[config.mk]
export PLATFORM = sky130hd
export DESIGN_NAME = mem_port_arbiter
export DESIGN_NICKNAME = d
export VERILOG_FILES = /design/src/rtl/mem_port_arbiter.sv
export SDC_FILE = /design/constraint.sdc
export NUM_CORES = 1
export LEC_CHECK = 0
export BUFFER_PORTS_ARGS = -buffer_cell sky130_fd_sc_hd__buf_4
export CELL_PAD_IN_SITES_DETAIL_PLACEMENT = 1
export CELL_PAD_IN_SITES_GLOBAL_PLACEMENT = 1
export CORE_MARGIN = 2
export CORE_UTILIZATION = 38
export DETAILED_ROUTE_END_ITERATION = 7
export GPL_TIMING_DRIVEN = 0
export PLACE_DENSITY = 0.84
export SYNTH_ARGS = -nofsm -noshare
export SYNTH_HDL_FRONTEND = slang
export SYNTH_SLANG_ARGS = --single-unit
[constraint.sdc]
create_clock -name clk -period 2.5 [get_ports clk]
set_clock_uncertainty 0.15 [all_clocks]
set_input_delay 0.125 -clock clk [delete_from_list [all_inputs] [get_ports clk]]
set_output_delay 0.125 -clock clk [all_outputs]
set_load 0.03 [all_outputs]
[src/rtl/mem_port_arbiter.sv]
// ============================================================================
// mem_port_arbiter : 4-requester round-robin owner arbiter for a shared 16-bit
// 4:1 datapath mux. Optional forced release under macro ARB_TIMEOUT_EN.
// Revision 1.0
// ============================================================================
`default_nettype none

module mem_port_arbiter #(
  parameter int TIMEOUT_CYCLES = 16
) (
  input  logic       clk,
  input  logic       reset,
  input  logic [3:0] req,
  output logic [3:0] grant,
  output logic [1:0] sel,
  output logic       busy,
  output logic       timeout
);

  typedef enum logic [1:0] {
    IDLE    = 2'd0,
    GRANT   = 2'd1,
    RELEASE = 2'd2
  } state_t;

  state_t     state, state_next;
  logic [3:0] grant_next;
  logic [1:0] sel_next;
  logic [1:0] ptr, ptr_next;
  logic [1:0] winner;
  logic       found;

  if (TIMEOUT_CYCLES < 2 || TIMEOUT_CYCLES > 255) begin : g_bad_timeout
    $error("mem_port_arbiter: TIMEOUT_CYCLES must be within 2..255");
  end

`ifdef ARB_TIMEOUT_EN
  // Counter holds the number of GRANT cycles already completed by the owner.
  localparam logic [7:0] LIMIT = 8'(TIMEOUT_CYCLES - 1);
  logic [7:0] cnt, cnt_next;
  logic       timeout_next;
`endif

  // First requesting index at or after ptr, ascending and wrapping.
  always_comb begin
    winner = ptr;
    found  = 1'b0;
    for (int i = 0; i < 4; i++) begin
      if (!found && req[ptr + 2'(i)]) begin
        winner = ptr + 2'(i);
        found  = 1'b1;
      end
    end
  end

  always_comb begin
    state_next = state;
    grant_next = grant;
    sel_next   = sel;
    ptr_next   = ptr;
`ifdef ARB_TIMEOUT_EN
    cnt_next     = cnt;
    timeout_next = 1'b0;
`endif
    case (state)
      IDLE: begin
        if (found) begin
          state_next = GRANT;
          grant_next = 4'b0001 << winner;
          sel_next   = winner;
`ifdef ARB_TIMEOUT_EN
          cnt_next   = 8'd0;
`endif
        end
      end
      GRANT: begin
`ifdef ARB_TIMEOUT_EN
        cnt_next = cnt + 8'd1;
`endif
        if (!req[sel]) begin
          state_next = RELEASE;
          grant_next = 4'b0000;
          ptr_next   = sel + 2'd1;
        end
`ifdef ARB_TIMEOUT_EN
        else if (cnt == LIMIT) begin
          state_next   = RELEASE;
          grant_next   = 4'b0000;
          ptr_next     = sel + 2'd1;
          timeout_next = 1'b1;
        end
`endif
      end
      RELEASE: begin
        state_next = IDLE;
      end
      default: begin
        state_next = IDLE;
        grant_next = 4'b0000;
      end
    endcase
  end

  always_ff @(posedge clk) begin
    if (reset) begin
      state <= IDLE;
      grant <= 4'b0000;
      sel   <= 2'd0;
      ptr   <= 2'd0;
    end else begin
      state <= state_next;
      grant <= grant_next;
      sel   <= sel_next;
      ptr   <= ptr_next;
    end
  end

`ifdef ARB_TIMEOUT_EN
  always_ff @(posedge clk) begin
    if (reset) begin
      cnt     <= 8'd0;
      timeout <= 1'b0;
    end else begin
      cnt     <= cnt_next;
      timeout <= timeout_next;
    end
  end
`else
  assign timeout = 1'b0;
`endif

  assign busy = (state == GRANT) || (state == RELEASE);

endmodule

`default_nettype wire
# Yosys cells after proc, flatten, opt, wreduce, memory -nomap -nowiden
# Cells that the tools add are included.
[word_totals]
ff_bits = 10
latchBits = 0
mem_bits_rw = 0
rom_bits = 0
input_bits = 6
out_inout_bits = 8
n_memories = 0
[op_classes]
n_addsub = 4
multipliers = 0
div = 0
magnitude_cmp = 5
n_eq_ne = 4
shift = 1
n_mux = 23
bitwise = 2
reduce_logical = 12
[ops]
columns = ["op", "count"]
rows = [
  ["2-bit by 3-bit < comparator with 1-bit output (second input constant)", 5],
  ["4-bit case mux with 3 select lines", 1],
  ["1-bit binary-select mux with 2-bit select", 5],
  ["2-bit two-way mux", 5],
  ["1-bit two-way mux", 9],
  ["4-bit two-way mux", 2],
  ["2-bit AND reduction", 3],
  ["2-bit by 1-bit adder with 2-bit output (second input constant)", 2],
  ["2-bit adder (second input constant)", 2],
  ["2-bit != test (second input constant)", 2],
  ["2-bit case mux with 2 select lines", 1],
  ["1-bit by 2-bit << shifter with 4-bit output (first input constant)", 1],
  ["1-bit logical AND", 3],
  ["1-bit zero test", 3],
  ["3-bit AND reduction", 1],
  ["2-bit by 1-bit == test with 1-bit output (second input constant)", 1],
  ["2-bit == test (second input constant)", 1],
  ["2-bit zero test", 1],
  ["1-bit inverter", 2],
  ["1-bit logical OR", 1],
]

# Logic depth before layout (Yosys ltp)
# Gate-level depths: netlist of the first run.
[logic_depth]
word_depth = 15
ltp_mapped = 6
mapped_depth_nobuf = 6

# Worst setup path after synthesis of the first run
# No wires, ideal clock.
[synth_path]
path_type = "register to register"
from = "reg sel[0]"
to = "reg ptr[0]"
t_arrival_ns = 1.716
required_time_ns = 2.280
path_slack_ns = 0.565
stages_incl_launch_ff = 5
n_path_buf = 0
path_cell_list = "dfxtp_1 > mux4_1 > nand2b_4 > or2_2 > a21oi_1"
[synth_via]
elab_chain_len = 4
[synth_rtl]
columns = ["element", "line_no", "text"]
rows = [
  ["from (decl)", "15", "output logic [1:0] sel,"],
  ["from (signal assigned)", "113", "sel <= sel_next;"],
  ["1-bit binary-select mux with 2-bit select", "80", "if (!req[sel]) begin"],
  ["1-bit two-way mux (not written as such)", "80", ""],
  ["1-bit inverter (no line)", "n/a", ""],
  ["2-bit AND reduction (no line)", "n/a", ""],
  ["to (signal assigned)", "114", "ptr <= ptr_next;"],
  ["to (decl)", "29", "logic [1:0] ptr, ptr_next;"],
]
# Parallel ways exist; a longest one is shown, timed or not. The select of a mux whose other input is x is not followed.
# A chain may end at the register's enable or synchronous reset.

# Final worst setup path of the first run
[layout_path]
from = "reg state[1]"
to = "reg grant[2]"
[layout_via]
elab_chain_len = 3
[layout_rtl]
columns = ["element", "line_no", "text"]
rows = [
  ["from (decl)", "26", "state_t state, state_next;"],
  ["from (signal assigned)", "111", "state <= state_next;"],
  ["2-bit by 1-bit == test with 1-bit output (tied with other cells)", "65", "case (state)"],
  ["2-bit != test (no line) / 1-bit inverter (equally long branches)", "n/a", ""],
  ["3-bit AND reduction (no line)", "n/a", ""],
  ["to (signal assigned)", "112", "grant <= grant_next;"],
  ["to (decl)", "14", "output logic [3:0] grant,"],
]
# Parallel ways exist; a longest one is shown, timed or not.

==> run metrics, run 1 <==
result of the run=finished clean; most used routing layer=met2; first-pass iteration count of the detailed router=4; Slowest-stage cell, CP=or4_4; number of global-route vias before repair=625; maximum number of pins on one net before global-route repair=10; maximum achievable frequency=505 MHz; Slew Limit Fails=0; worst endpoint required time=2510 ps; count of filler cells inserted in the layout=218; detail-routed net length per standard cell=14.7 um; die outline width=45.9 um; first-pass GRT wire length=2.66 mm; routed via count=602; kind of end point of the critical path=flip-flop; EDFF count, synth=0; CTS buffer count=3; post-synth net total=85; global route total overflow=0; Compound-Gate Fraction of Synth Area=22.0%; global routing usage summed across all routing layers=17.5%; Die ar.=2100 um^2; layout-stage area growth over the synthesis result=20.5%; initial antenna violation count=0; class of the most critical setup path=reg2reg; effective utilization at floorplan=39.4%; global routing usage on met2=30.8%; Yosys warning count=0; area of the mapped netlist=666 um^2; path type of the worst min-delay path=in2reg; post-synthesis mux area share=8.46%; Floorplan Core Area=1690 um^2; main combinational cell family by area after synthesis=simple AND/OR/NAND/NOR gates; average via count per standard cell=5.57; Sinks on Clock Net=10; gate count of the mapped netlist=76; remaining max-slew budget at the tightest pin=38.9%; number of levels the H-tree was split into=1; critical path fanouts, max=4; proportion of synthesized chip area in sequential cells=30.1%; grt met3 use=3.57%; startpoint of the worst register-to-register path=state[1]; Max VDD drop=0.340 mV; largest stage delay on the critical path=530 ps; Cell Count Post-Placement=104; Netlist cell types=32; CP Launch Point=state[1]; final hold violations=0; Std-Cell Rows=15; clock tree from TritonCTS=built; RSZ-0062 raised after global routing=no; die height=45.9 um; crit-path cells=inv_1 > ha_1 > nand2b_1 > o22ai_1 > or4_4 > o32ai_1; hold path startpoint=req[1]; final instance count without filler cells=108; XOR/XNOR share of the synthesized area=1.32%; number of remaining DRC errors=0; Post-Route WL=1.59 mm; nature of the critical path startpoint=flip-flop; minimum period implied by the final worst setup slack=1980 ps; dominant register cell in the synthesized netlist=dfxtp_1; Worst Path Arrival=1990 ps; maximum clock path buffer count=2; mean instance size in the synthesized netlist=8.76 um^2; number of synthesized register bits=10; met1 track demand over resource in global routing=21.0%; final worst path period share=79.3%; number of I/O port buffers=11; clock root cell=clkbuf_4; share of final-layout standard cells stronger than drive strength 1=25.3%; share of synthesized cell area in full adder, half adder and majority cells=5.64%; total negative slack=0 ps; number of buffers inserted for hold repair after clock tree synthesis=1; Post-CTS Setup Bufs=0; P_leak=0.355 nW; number of antenna diodes=0; count of instances resized after the clock tree is built=0; GPL Wtd Cong=0.792; total half-perimeter wirelength after legalization and detailed placement=1.30 mm; transition time at the pin with the least slew margin=908 ps; violation count after the first detailed-routing iteration=3; post-CTS clock slew at the launch and capture registers of the worst setup and hold paths=70 ps; clock latency at the later pin of the worst-skew pair=260 ps; number of max-cap violations=0; Simple-Gate Fraction of Synth Area=24.6%; antenna-violating nets left=0; final setup vio count=0; total I/O pin count=14; power per cell area=650 nW/um^2; share of flip-flops with an asynchronous set or reset=0%; number of nets in the layout=102
-- path summary, 6_finish.rpt --
path	end	slack, ps	cells past startpoint
min	grant[0]	150	3
max reg2reg	grant[2]	520	6
max	grant[2]	520	6
min reg2reg	grant[1]	320	2
-- per-stage QoR --
| stage | cell area [um^2] | setup WS (ps) | hold WS, ps | power, mW | utilization [%] |
|---|---|---|---|---|---|
| after floorplan | 666 | 565 | 44.1 | 0.352 | - |
| after global placement | 769 | 612 | 211 | 0.403 | 45.6 |
| final | 802 | 519 | 154 | 0.521 | 47.5 |
| after global routing | 802 | 420 | 191 | 0.551 | 47.5 |
| after CTS | 802 | 498 | 157 | 0.525 | 47.5 |
| after detailed placement | 769 | 527 | 224 | 0.413 | 45.6 |
-- state kept, by name, summed over array words and instances, names as in the netlist --
| register | flops |
|---|---|
| state | 2 |
| ptr | 2 |
| grant | 4 |
| sel | 2 |
-- cell usage after synthesis, drive strengths merged, types with 3 or more instances --
cell type   n  area [um^2]
dfxtp      10          200
a21oi       6         30.0
inv         6         22.5
nand2       6         22.5
nor2        4         15.0
nor2b       4         25.0
o32ai       4         35.0
buf         3         26.3
ha          3         37.5
mux2i       3         30.0
nand2b      3         26.3
nor3        3         15.0
-- logic make-up (layout without fill, tap and decap cells) --
kind of cell | count (synthesis) | in the layout
other | 1 | 1
xor gates and xnor gates | 1 | 1
muxes | 4 | 4
adders and majority gates | 3 | 3
AOI/OAI and AO/OA | 21 | 21
DFF | 10 | 10
and+or+nand+nor | 27 | 27
buffers and inverters | 9 | 24
-- per-layer routing --
metal / up-vias / part of all wire (%) / wire (um)
met1: 288 / 45 / 718
li1: 301 / - / -
met3: 4 / 2.8 / 44
met2: 9 / 50 / 798
met4: 0 / 1.6 / 26
met5: - / 0 / 0
-- layout make-up --
class                           instances  area [um^2]  area share (%)
Timing Repair Buffer                   12         92.6            11.5
Tap cell                               17         21.3            2.65
Buffer                                  3         26.3            3.28
Multi-Input combinational cell         57          417            52.0
Clock buffer                            3         22.5            2.81
Inverter                                6         22.5            2.81
Sequential cell                        10          200            25.0
-- where the power goes --
group | leakage [nW] | total, mW | switching (mW) | internal, mW
sequential | 0.0817 | 0.195 | 0.0168 | 0.179
combinational | 0.260 | 0.213 | 0.119 | 0.0936
clock | 0.0138 | 0.113 | 0.0573 | 0.0556
total | 0.355 | 0.521 | 0.193 | 0.328
-- worst max-delay path, delay by kind of cell, from the launching register on --
| family | cells | cell delay, ps |
|---|---|---|
| flops | 1 | 360 |
| compound gates | 2 | 410 |
| fa+ha+maj | 1 | 250 |
| buf+inv | 1 | 70 |
| simple gates | 2 | 640 |
-- placed cells by master, fill, tap and decap left out, drive strengths merged, types with 3 or more instances in the layout --
cell type,instances
a21oi,6
buf,14
clkbuf,3
dfxtp,10
ha,3
inv,6
mux2i,3
nand2,6
nand2b,3
nor2,4
nor2b,4
nor3,3
o32ai,4
Note: power is estimated with default switching activity, not from simulation.
==> run 2: changes to the inputs <==
--- a/config.mk
+++ b/config.mk
@@ -5,6 +5,7 @@
 export SDC_FILE = /design/constraint.sdc
 export NUM_CORES = 1
 export LEC_CHECK = 0
+export ABC_AREA = 1
 export BUFFER_PORTS_ARGS = -buffer_cell sky130_fd_sc_hd__buf_4
 export CELL_PAD_IN_SITES_DETAIL_PLACEMENT = 1
 export CELL_PAD_IN_SITES_GLOBAL_PLACEMENT = 1
@@ -12,7 +13,7 @@
 export CORE_UTILIZATION = 38
 export DETAILED_ROUTE_END_ITERATION = 7
 export GPL_TIMING_DRIVEN = 0
-export PLACE_DENSITY = 0.84
+export PLACE_DENSITY = 0.86
 export SYNTH_ARGS = -nofsm -noshare
 export SYNTH_HDL_FRONTEND = slang
 export SYNTH_SLANG_ARGS = --single-unit
==> constraint.sdc (replaced) <==
create_clock -name clk -period 2.1 [get_ports clk]
set_clock_uncertainty 0.15 [all_clocks]
set_input_delay 0.105 -clock clk [delete_from_list [all_inputs] [get_ports clk]]
set_output_delay 0.105 -clock clk [all_outputs]
set_load 0.03 [all_outputs]
==> run 2 against run 1 <==
Effect of this change: worst setup slack worse by 300 ps; critical path depth up 7; register-to-register slack worse by 300 ps; sequential power up 61%; cell count up 83%; combinational power rose to 6.2 times the previous value; sequential share of layout area down 6.7 points; clock power up 22%; hold slack better by 110 ps; critical endpoint is now sel[1]; largest power group unchanged.
==> run metrics, run 2 <==
area taken by flip-flops and latches=201 um^2; post-synth net total=161; most numerous cell in the Yosys netlist=nand2_1; utilization after layout=45.8%; final hold violations=0; final instance count without filler cells=198; critical path fanouts, max=9; Max VDD drop=0.828 mV; maximum achievable frequency=533 MHz; top cells by area in the synthesized netlist=nand2_1, dfxtp_1, nand3_1, a21oi_1, inv_1; minimum period implied by the final worst setup slack=1880 ps; die outline width=53.8 um; worst path bufs/invs=3; class of the most critical setup path=reg2reg; CTS buffer count=3; P_leak=0.575 nW; power per cell area=1600 nW/um^2; Netlist cell types=23; first-pass iteration count of the detailed router=4; number of global-route vias before repair=951; number of I/O port buffers=12; final standard cell area without fillers=1100 um^2; post-CTS clock slew at the launch and capture registers of the worst setup and hold paths=70 ps; global route total overflow=0; number of max-cap violations=0; number of flip-flops under the largest register name=4; share of flip-flops with an asynchronous set or reset=0%; Sw Ratio=56.7%; number of remaining DRC errors=0; Yosys warning count=0; sequential share of power=17.8%; EDFF count, synth=0; area of the mapped netlist=942 um^2; crit-path cells=buf_6 > inv_4 > nand2_1 > nand2_2 > nand2_1 > nand2_4 > nand3_1 > nand3_1 > nand3_1 > nand2_1 > nand2_1 > nand3_1 > inv_1; number of antenna diodes=0; average via count per standard cell=5.01; Worst Path Arrival=1910 ps; Floorplan Core Area=2410 um^2; top cell type by total area after synthesis=nand2_1; family of cells with the greatest summed delay on the critical path=simple AND/OR/NAND/NOR gates; area used by multi-input combinational logic=638 um^2; gate count of the mapped netlist=152; final setup vio count=0; Slowest-stage cell, CP=dfxtp_1; effective utilization at floorplan=39.1%; clock root cell=clkbuf_4; first-pass GRT wire length=4.03 mm; relative contribution of the clock network to total power=7.8%; Cell Count Post-Placement=194; global routing usage summed across all routing layers=19.1%; Die ar.=2890 um^2; largest stage delay on the critical path=310 ps; dominant register cell in the synthesized netlist=dfxtp_1; result of the run=finished clean; proportion of synthesized chip area in sequential cells=21.2%; clock tree from TritonCTS=built; number of nets in the layout=179; nature of the critical path startpoint=flip-flop; total negative slack=0 ps; mean instance size in the synthesized netlist=6.20 um^2; Reg with most FFs=grant; Placed Instance Area=1070 um^2; RSZ-0062 raised after global routing=no; number of synthesized register bits=10; Slew Limit Fails=0; commonest non-fill, non-tap cell in the layout=nand2_1; GPL Wtd Cong=0.838; violation count after the first detailed-routing iteration=12; clock latency at the later pin of the worst-skew pair=270 ps; commonest cells in the netlist=nand2_1, nand3_1, inv_1; final worst path period share=89.4%; sum of internal, switching and leakage power=1.76 mW; initial antenna violation count=0; count of filler cells inserted in the layout=335; commonest non-fill, non-tap cells in the layout=nand2_1, nand3_1, buf_4, inv_1, a21oi_1; path type of the worst min-delay path=in2reg; cell-internal power=0.764 mW; portion of total power attributed to combinational logic=74.4%; routed via count=992; Sinks on Clock Net=10; share of final-layout standard cells stronger than drive strength 1=24.4%; antenna-violating nets left=0; layout-stage area growth over the synthesis result=17.1%; Std-Cell Rows=18; detail-routed net length per standard cell=12.5 um; Post-CTS Setup Bufs=0; portion of synthesized cell area occupied by the leading cell type=23.9%; Switch Pwr=1.00 mW; total I/O pin count=14; die height=53.8 um; Post-Route WL=2.47 mm; number of levels the H-tree was split into=1; maximum clock path buffer count=2; total half-perimeter wirelength after legalization and detailed placement=2.00 mm; kind of end point of the critical path=flip-flop; worst endpoint required time=2130 ps; maximum number of pins on one net before global-route repair=11
==> run 2: changes by cell type after synthesis, sizes merged, moves of 4 or more <==
cell / delta
nand2: +63
nand3: +21
inv: +11
o21ai: +6
a21oi: +5
nor2b: -4
o32ai: -4
==> run 2: logic make-up after synthesis <==
family,Yosys count,synth area share [%]
other,1,0.398
flip-flops,10,21.2
adder cells (fa/ha/maj),3,3.98
XOR/XNOR,1,0.930
buffers and inverters,21,11.0
AO/OA/AOI/OAI,19,11.3
AND/OR/NAND/NOR,97,51.1
==> run 2: what timing repair did <==
action | in CTS | in global routing
setup endpoints to repair | 0 | 2
hold buffers | 1 | 0
endpoints found under the hold margin | 6 | 0
gates resized for setup | 0 | 1
==> run 2: metrics by stage <==
step	hold WS [ps]	setup slack (ps)
floorplan	24.1	479
global placement	175	310
detailed placement	181	218
CTS	259	207
global route	317	45.1
finish	267	222
==> run 2: routing by layer <==
metal,routed length [um],track usage [%],share of wire (%),up-vias
met5,0,0,0,-
met4,62,8.97,2.5,0
met3,34,1.11,1.4,7
met2,1320,35.0,53,8
met1,1060,22.5,43,461
li1,-,-,-,516
==> run 2: area by class of cell <==
class                           count  area share [%]
Sequential cell                    10            18.3
Multi-Input combinational cell    121            57.8
Timing Repair Buffer               13            9.07
Inverter                           17            6.01
Tap cell                           30            3.40
Buffer                              4            3.40
Clock buffer                        3            2.04
==> run 2: worst paths after layout <==
kind / depth (start not counted) / endpoint / startpoint / slack, ps
hold reg to reg: 2 / grant[0] / grant[0] / 320
setup reg to reg: 13 / sel[1] / ptr[1] / 220
setup / recovery: 13 / sel[1] / ptr[1] / 220
hold / removal: 6 / state[1] / req[3] / 270
==> run 2: worst register-to-register path, cell delays in order, from the launching register on <==
cell	delay, ps
dfxtp_1	310
buf_6	140
inv_4	100
nand2_1	80
nand2_2	120
nand2_1	110
nand2_4	120
nand3_1	130
nand3_1	110
nand3_1	70
nand2_1	140
nand2_1	80
nand3_1	80
inv_1	40
==> run 2: power groups by stage <==
stage / Clock, mW / Sequential (mW) / Combinational, mW
finish: 0.138 / 0.314 / 1.31
global route: 0.149 / 0.323 / 1.46
CTS: 0.140 / 0.313 / 1.32
detailed placement: 0 / 0.318 / 1.31
global placement: 0 / 0.315 / 1.26
floorplan: 0 / 0.386 / 0.935
==> run 3: changes to the inputs <==
--- a/config.mk
+++ b/config.mk
@@ -9,7 +9,6 @@
 export BUFFER_PORTS_ARGS = -buffer_cell sky130_fd_sc_hd__buf_4
 export CELL_PAD_IN_SITES_DETAIL_PLACEMENT = 1
 export CELL_PAD_IN_SITES_GLOBAL_PLACEMENT = 1
-export CORE_MARGIN = 2
 export CORE_UTILIZATION = 38
 export DETAILED_ROUTE_END_ITERATION = 7
 export GPL_TIMING_DRIVEN = 0
==> run 3 against run 2 <==
Effect of this change: final area decreased by 0.23%; worst setup slack improved by 23 ps; via count increased by 1.7%; clock power decreased by 4%; first-iteration DRC count unchanged; critical path type unchanged; critical path depth unchanged; sequential share of layout area about the same; die area decreased by 7.3%; critical endpoint is now grant[1]; largest power group unchanged.
==> run metrics, run 3 (synthesis results as in run 2) <==
result of the run=finished clean; number of max-cap violations=0; Slowest-stage cell, CP=dfxtp_1; commonest non-fill, non-tap cell in the layout=nand2_1; worst path bufs/invs=2; clock tree from TritonCTS=built; nature of the critical path startpoint=flip-flop; first-pass iteration count of the detailed router=4; class of the most critical setup path=reg2reg; number of I/O port buffers=12; count of filler cells inserted in the layout=328; family of cells with the greatest summed delay on the critical path=simple AND/OR/NAND/NOR gates; total half-perimeter wirelength after legalization and detailed placement=1.98 mm; CTS buffer count=3; area taken by flip-flops and latches=201 um^2; Placed Instance Area=1070 um^2; final standard cell area without fillers=1100 um^2; final worst path period share=88.3%; Std-Cell Rows=17; maximum clock path buffer count=2; number of antenna diodes=0; total negative slack=0 ps; sum of internal, switching and leakage power=1.74 mW; largest stage delay on the critical path=320 ps; effective utilization at floorplan=41.4%; Die ar.=2680 um^2; commonest non-fill, non-tap cells in the layout=nand2_1, nand3_1, buf_4, inv_1, a21oi_1; Sinks on Clock Net=10; crit-path cells=buf_6 > inv_4 > nand2_1 > nand2_2 > nand2_1 > nand2_4 > nor2_8 > nand3_4 > nand2_1 > nand2_2 > nor2_2 > nand2_1 > a21oi_1; clock root cell=clkbuf_4; kind of end point of the critical path=flip-flop; worst endpoint required time=2140 ps; layout-stage area growth over the synthesis result=16.9%; number of flip-flops under the largest register name=4; average via count per standard cell=5.15; final setup vio count=0; detail-routed net length per standard cell=12.4 um; Most Frequent Cell on Critical Path=nand2_1; Floorplan Core Area=2280 um^2; power per cell area=1580 nW/um^2; antenna-violating nets left=0; total I/O pin count=14; area used by multi-input combinational logic=638 um^2; share of final-layout standard cells stronger than drive strength 1=24.4%; critical path fanouts, max=9; Slew Limit Fails=0; maximum number of pins on one net before global-route repair=11; RSZ-0062 raised after global routing=no; global route total overflow=0; Post-Route WL=2.43 mm; die height=51.8 um; number of nets in the layout=179; first-pass GRT wire length=4.27 mm; die outline width=51.8 um; minimum period implied by the final worst setup slack=1850 ps; Max VDD drop=0.682 mV; number of levels the H-tree was split into=1; Worst Path Arrival=1900 ps; routed via count=1009; Post-CTS Setup Bufs=0; P_leak=0.575 nW; initial antenna violation count=0; final hold violations=0; number of remaining DRC errors=0; GPL Wtd Cong=0.890; maximum achievable frequency=539 MHz; number of global-route vias before repair=968; global routing usage summed across all routing layers=21.1%; post-CTS clock slew at the launch and capture registers of the worst setup and hold paths=70 ps; violation count after the first detailed-routing iteration=12; Reg with most FFs=grant; clock latency at the later pin of the worst-skew pair=260 ps; worst-case hold slack=232 ps; path type of the worst min-delay path=in2reg
## run 3: cell counts in the layout (fill, tap and decap cells not counted)
Identical to the previous run, type by type.
## run 3: routing by layer
| layer | routed length [um] | vias to the layer above | track usage [%] |
|---|---|---|---|
| met5 | 0 | - | 0 |
| met4 | 7 | 0 | 2.70 |
| met3 | 65 | 2 | 5.26 |
| met2 | 1180 | 14 | 35.9 |
| met1 | 1170 | 476 | 27.2 |
| li1 | - | 517 | - |
## run 3: metrics by stage
| step | instances | utilization [%] | setup WS (ps) |
|---|---|---|---|
| after floorplan | 152 | - | 479 |
| after global placement | 192 | 46.9 | 284 |
| after detailed placement | 192 | 46.9 | 237 |
| after CTS | 196 | 48.3 | 204 |
| after global routing | 196 | 48.4 | 36.3 |
| final | 196 | 48.4 | 245 |
## run 3: final cells by class
type                            count  area share (%)
Multi-Input combinational cell    121            58.0
Sequential cell                    10            18.3
Timing Repair Buffer               13            9.09
Inverter                           17            6.02
Buffer                              4            3.41
Tap cell                           28            3.18
Clock buffer                        3            2.05
## run 3: worst register-to-register path: cells and delay by family (launching register included)
family                 cells  cell delay (ps)
AO/OA/AOI/OAI              1              140
buffers and inverters      2              210
flip-flops                 1              320
AND/OR/NAND/NOR           10              970
## run 3: final timing paths
check | startpoint | slack [ps] | depth (start not counted) | endpoint
setup / recovery | ptr[1] | 250 | 13 | grant[1]
hold / removal | req[3] | 230 | 6 | state[1]
setup reg to reg | ptr[1] | 250 | 13 | grant[1]
hold reg to reg | grant[0] | 320 | 2 | grant[0]
## run 3: what timing repair did
item | 4_1_cts | 5_1_grt
endpoints found under the setup margin | 0 | 1
resized for setup | 0 | 1
hold buffers | 1 | 0
endpoints found under the hold margin | 6 | 0
## run 3: power breakdown
group	switching [mW]	internal, mW
clock network	0.0663	0.0661
logic	0.853	0.438
registers	0.0593	0.260
